## src/rtl/ifu_pkg.sv

```systemverilog
// rtl/ifu_pkg.sv - shared fetch-unit constants, next-PC encodings and state enum
package ifu_pkg;

  localparam logic [31:0] PC_RESET = 32'h0000_3000;
  localparam int          IM_WORDS = 1024;

  localparam logic [1:0] NPC_SEQ = 2'b00;
  localparam logic [1:0] NPC_BR  = 2'b01;
  localparam logic [1:0] NPC_J   = 2'b10;
  localparam logic [1:0] NPC_JR  = 2'b11;

  typedef enum logic [1:0] {
    ST_BOOT  = 2'd0,
    ST_RUN   = 2'd1,
    ST_FAULT = 2'd2
  } ifu_state_e;

endpackage

```

## src/rtl/ifu_pc_if.sv

```systemverilog
// rtl/ifu_pc_if.sv - next-PC request/result bundle between the PC controller and npc
interface ifu_pc_if;

  logic [31:0] pc;
  logic [1:0]  npc_sel;
  logic        br_taken;
  logic [15:0] imm16;
  logic [25:0] instr_index;
  logic [31:0] jr_target;
  logic        stall;
  logic [31:0] next_pc;
  logic        addr_err;

  modport master (
    output pc, npc_sel, br_taken, imm16, instr_index, jr_target, stall,
    input  next_pc, addr_err
  );

  modport slave (
    input  pc, npc_sel, br_taken, imm16, instr_index, jr_target, stall,
    output next_pc, addr_err
  );

endinterface

```

## src/rtl/npc.sv

```systemverilog
// rtl/npc.sv - combinational next-PC selection and address range/alignment check
module npc
  import ifu_pkg::*;
#(
  parameter logic [31:0] PC_RESET = ifu_pkg::PC_RESET,
  parameter int          IM_WORDS = ifu_pkg::IM_WORDS
) (
  ifu_pc_if.slave bus
);

  localparam logic [31:0] PC_LAST = PC_RESET + 32'(IM_WORDS * 4) - 32'd4;

  logic [31:0] seq_pc;
  logic [31:0] br_off;
  logic [31:0] cand;

  always_comb begin
    seq_pc = bus.pc + 32'd4;
    br_off = {{14{bus.imm16[15]}}, bus.imm16, 2'b00};
    cand   = seq_pc;
    case (bus.npc_sel)
      NPC_SEQ: cand = seq_pc;
      NPC_BR:  cand = bus.br_taken ? (seq_pc + br_off) : seq_pc;
      NPC_J:   cand = {seq_pc[31:28], bus.instr_index, 2'b00};
      default: cand = bus.jr_target;
    endcase
  end

  // Running off the last word is just another out-of-range candidate: no wrap.
  assign bus.next_pc  = cand;
  assign bus.addr_err = (cand[1:0] != 2'b00) || (cand < PC_RESET) || (cand > PC_LAST);

endmodule

```

## src/rtl/ifu_pc.sv

```systemverilog
// rtl/ifu_pc.sv - program counter register, boot/run/fault FSM and fetch enables
module ifu_pc
  import ifu_pkg::*;
#(
  parameter logic [31:0] PC_RESET = ifu_pkg::PC_RESET,
  parameter int          IM_WORDS = ifu_pkg::IM_WORDS,
  localparam int         AW       = $clog2(IM_WORDS)
) (
  input  logic          clk,
  input  logic          rst_n,
  input  logic          stall,
  input  logic [1:0]    npc_sel,
  input  logic          br_taken,
  input  logic [15:0]   imm16,
  input  logic [25:0]   instr_index,
  input  logic [31:0]   jr_target,
  output logic [31:0]   pc,
  output logic [31:0]   pc_plus4,
  output logic [AW-1:0] im_addr,
  output logic          im_enable,
  output logic          fetch_valid,
  output logic          fault
);

  localparam logic [1:0] BOOT  = ST_BOOT;
  localparam logic [1:0] RUN   = ST_RUN;
  localparam logic [1:0] FAULT = ST_FAULT;

  logic [1:0]  state;
  logic [31:0] pc_q;
  logic        fault_q;

  ifu_pc_if u_bus ();

  assign u_bus.pc          = pc_q;
  assign u_bus.npc_sel     = npc_sel;
  assign u_bus.br_taken    = br_taken;
  assign u_bus.imm16       = imm16;
  assign u_bus.instr_index = instr_index;
  assign u_bus.jr_target   = jr_target;
  assign u_bus.stall       = stall;

  npc #(
    .PC_RESET (PC_RESET),
    .IM_WORDS (IM_WORDS)
  ) u_npc (
    .bus (u_bus)
  );

  always_ff @(posedge clk) begin
    if (!rst_n) begin
      pc_q    <= PC_RESET;
      state   <= BOOT;
      fault_q <= 1'b0;
    end else begin
      case (state)
        BOOT: state <= RUN;
        RUN: begin
          // A stalled cycle never evaluates the candidate, so it cannot fault.
          if (!stall) begin
            if (u_bus.addr_err) begin
              state   <= FAULT;
              fault_q <= 1'b1;
            end else begin
              pc_q <= u_bus.next_pc;
            end
          end
        end
        default: ;
      endcase
    end
  end

  assign pc          = pc_q;
  assign pc_plus4    = pc_q + 32'd4;
  assign im_addr     = AW'((pc_q - PC_RESET) >> 2);
  assign im_enable   = (state == RUN);
  assign fetch_valid = (state == RUN) && !stall;
  assign fault       = fault_q;

endmodule

```

## config.mk

```make
export PLATFORM = sky130hd
export DESIGN_NAME = ifu_pc
export DESIGN_NICKNAME = d
export VERILOG_FILES = /design/src/rtl/ifu_pkg.sv /design/src/rtl/ifu_pc_if.sv /design/src/rtl/npc.sv /design/src/rtl/ifu_pc.sv
export SDC_FILE = /design/constraint.sdc
export NUM_CORES = 1
export LEC_CHECK = 0
export CAP_MARGIN = 20
export CORE_MARGIN = 5
export CORE_UTILIZATION = 40
export CTS_CLUSTER_SIZE = 8
export DETAILED_ROUTE_END_ITERATION = 10
export PLACE_DENSITY = 0.81
export SLEW_MARGIN = 20
export SYNTH_ARGS = -nofsm -noshare
export SYNTH_HDL_FRONTEND = slang
export SYNTH_SLANG_ARGS = --single-unit
```

## constraint.sdc

```tcl
create_clock -name clk -period 4.3 [get_ports clk]
set_input_delay 0.86 -clock clk [delete_from_list [all_inputs] [get_ports clk]]
set_output_delay 0.86 -clock clk [all_outputs]
set_load 0.02 [all_outputs]
```

==> results by group <==
Timing
  – Fmax: roughly 220 MHz
  – Setup TNS: -3.08 ns
  – Slew Limit Fails: 0
  – Slew Limit Headroom: 0.601
  – Setup slack after layout: -0.182 ns
  – Skew final: roughly 0.0046 ns
  – Hold Fails Final Rpt: 0
  – RSZ-0062 raised after global routing: yes
  – Hold WS: around 0.5 ns
  – Final period util: 1.04
  – Worst slew pin tran: 0.597 ns
  – Final setup vio count: 34
  – Final min period: around 4.5 ns

GRT
  – Largest net degree at the start of global routing: 32
  – GRT overflow: 0
  – Via count of the first global-routing pass: around 7000
  – Initial antenna violation count: 0
  – Global-route wire length before repair: roughly 36 mm
  – Overall Global Routing Usage: 0.315

Clocking
  – Maximum clock path buffer count: 2
  – Clk_lat worst skew: around 0.28 ns
  – Clock slew at reported path FFs: approximately 0.060 ns
  – Clock buffer count from CTS: 5
  – Count of clock tree sinks: 35
  – Root Driver: clkbuf_16
  – H-tree depth: 2
  – CTS tree: done

Setup path
  – Most frequent CP cell: buf_4
  – Critical Path End Type: flop
  – WP data required: 4.49 ns
  – CP top delay family: simple AND/OR/NAND/NOR gates
  – Crit path kind: reg -> reg
  – Arr. time, crit path: between 4 and 5 ns
  – Critical path, cell by cell: nand3_4 -> buf_4 -> nor4_4 -> xnor2_2 -> inv_2 -> ha_4 -> buf_4 -> nand4_1 -> buf_4 -> nor3_4 -> nand3_2 -> a21oi_4 -> nor3_4 -> o211a_1 -> o41ai_4 -> o2111ai_2 -> buf_4 -> nor3_4 -> buf_6 -> buf_12 -> mux2i_1
  – R2R depth: 21
  – Worst Path Max Fanout: 6
  – Bufs and invs on worst path: 7
  – Largest stage delay on the critical path: about 0.40 ns
  – Critical path's slowest cell: nor4_4
  – Startpoint Class: flop
  – Critical path depth: 21

Cells and area
  – Layout cells sized above 1: 0.370
  – Layout area overhead: 89.3%
  – Ant diodes: 0
  – Fillers: 753
  – Layout Nets: ~1100

Yosys
  – Asr flop ratio synth: 0
  – Mapped Cells: roughly 650
  – Avg Cell Area, Syn: approximately 7.5 sq um
  – #FFs+latches synth: 35
  – Sequential share of the synthesized area: 0.146
  – Ys flop type: dfxtp_1
  – Mapped Area: approximately 4800 sq um
  – Warnings, synthesis: 0
  – Post-Syn Nets: 760
  – Post-synth EDFFs: 0
  – Netlist cell types: 72

Placement
  – Buffers on Ports: about 160
  – Final Wtd Congestion: roughly 0.99
  – Post-DP HPWL: around 18 mm

Route
  – Vias: 6948
  – Drt via density: about 6.1
  – WL final: approximately 25 mm
  – First-pass iteration count of the detailed router: 7
  – WL per Instance: 22.0 um
  – Drt drc: 0
  – Antenna Nets Post-Route: 0
  – DRT iter0 DRCs: about 840

Die
  – Initial core utilization: 0.404
  – Die Span X: 120 um
  – Row count: 40
  – CORE AREA: roughly 12000 sq um
  – Die Footprint: about 14000 sq um
  – # IOs: roughly 160
  – Die H: ~120 um

Min path
  – Hold Crit Class: reg -> reg
  – Hold path cells: 1

Job
  – Max-capacitance violation count: 0

Pwr
  – Power per cell area: approximately 120 nW/um^2
  – Static Leak: roughly 4 nW
  – Max rail drop VDD: between 0.2 and 0.3 mV

Outcome
  – Status: finished, violations left
  – Failing checks: setup timing
[routing by layer]
layer | global-route usage | wire length (um) | vias up
met5 | 0 | 0 | -
met4 | 0.101 | 1180 | 0
met3 | 0.0598 | 2300 | 127
met2 | 0.535 | 12000 | 460
met1 | 0.403 | 9670 | 3277
li1 | - | - | 3084
[repair_timing]
action | 4_1_cts | 5_1_grt
endpoints found under the setup margin | 35 | 35
cloned | 1 | 0
hold buffers | 0 | 0
buffers inserted | 26 | 8
pin swaps | 49 | 33
gates resized for setup | 74 | 49
[flip-flops by register name, summed over array words and instances (netlist names)]
signal and cells:
pc 32, state 2, fault 1
[worst register-to-register path, delay by kind of cell (launching register included)]
family                   cells  cell delay, ns
AO/OA/AOI/OAI                4            0.95
XOR/XNOR                     1            0.23
adder cells (fa/ha/maj)      1            0.29
buffers and inverters        7            1.11
flip-flops                   1            0.36
multiplexers                 1            0.22
AND/OR/NAND/NOR              7            1.26
[layout make-up]
| class | count | area [sq um] | area share |
|---|---|---|---|
| Inverter | 16 | 60.1 | 0.00660 |
| Tap cell | 147 | 184 | 0.0202 |
| Clock inverter | 1 | 5.00 | 0.000550 |
| Multi-Input combinational cell | 550 | 4590 | 0.505 |
| Sequential cell | 35 | 734 | 0.0807 |
| Timing Repair Buffer | 387 | 3380 | 0.371 |
| Clock buffer | 7 | 143 | 0.0157 |
[synthesized netlist by cell type, types with 3 or more instances]
master     number  area, sq um
clkbuf_1       20         75.1
nor3_1         14         70.1
and2_1         28          175
dfxtp_1        35          701
o211a_1         3         30.0
nor2_1         42          158
nor2b_1         5         31.3
nand3_1        18         90.1
xor2_1         20          175
xnor2_1        27          236
and3_1         13         81.3
a2111oi_0       3         26.3
inv_1          16         60.1
nor4b_1         3         26.3
buf_2           7         35.0
or3_1           6         37.5
o31ai_1         5         37.5
nand2_1        71          267
ha_1           34          425
buf_4          13         97.6
mux2_2          3         33.8
nor4_1          5         31.3
o21a_1          9         67.6
nand2b_1        9         56.3
a21oi_1        48          240
a31oi_1         5         31.3
a211oi_1        8         60.1
mux2i_1        30          300
a221o_1         4         40.0
a21o_1         10         75.1
a221oi_1        4         35.0
o21ai_0        24          120
a22oi_1         5         37.5
nand4_1        26          163
nand4b_1        3         26.3
o311ai_0        3         26.3
o211ai_1       15          113
and4_1          3         26.3
[cells in the final DEF, fill, tap and decap left out, types with 12 or more instances in the layout]
| cell type | n |
|---|---|
| nor2_1 | 37 |
| o21ai_0 | 18 |
| nand2_1 | 66 |
| o211ai_1 | 15 |
| and2_1 | 27 |
| nand3_1 | 15 |
| dfxtp_1 | 18 |
| inv_1 | 15 |
| ha_1 | 23 |
| a21oi_1 | 33 |
| nand4_1 | 26 |
| dfxtp_2 | 12 |
| xor2_1 | 12 |
| xnor2_1 | 16 |
| clkdlybuf4s50_1 | 156 |
| mux2i_1 | 27 |
| buf_4 | 220 |
[where the power goes]
group / internal, mW / switching, mW / total [mW]
Clock: 0.230 / 0.135 / 0.365
Combinational: 0.201 / 0.188 / 0.389
Sequential: 0.324 / 0.00163 / 0.325
Total: 0.754 / 0.325 / 1.08
[per-stage QoR]
step           power, mW  area [sq um]  std cells  utilization  setup WS [ns]
6_report            1.08          9100       1143        0.764         -0.182
5_1_grt             1.12          9100       1143        0.764         -0.323
4_1_cts             1.04          8780       1135        0.737        -0.0372
3_5_place_dp       0.674          8020       1101        0.673         -0.335
3_3_place_gp       0.669          8020       1101        0.673         -0.296
2_1_floorplan      0.484          5010        645            -         0.0110
[kinds of logic (layout without fill, tap and decap cells)]
family / after synthesis / in the layout / synth area share
AO/OA/AOI/OAI: 172 / 172 / 0.249
multiplexers: 33 / 33 / 0.0695
flip-flops: 35 / 35 / 0.146
buffers and inverters: 60 / 411 / 0.0622
adder cells (fa/ha/maj): 35 / 35 / 0.0927
XOR/XNOR: 47 / 47 / 0.0856
AND/OR/NAND/NOR: 263 / 263 / 0.295
[final timing paths]
kind / startpoint / slack, ns / endpoint
max: pc[8] / -0.18 / pc[10]
min: state[1] / 0.50 / state[1]
max reg2reg: pc[8] / -0.18 / pc[10]
min reg2reg: state[1] / 0.50 / state[1]
Power figures use the tool's default switching activity.
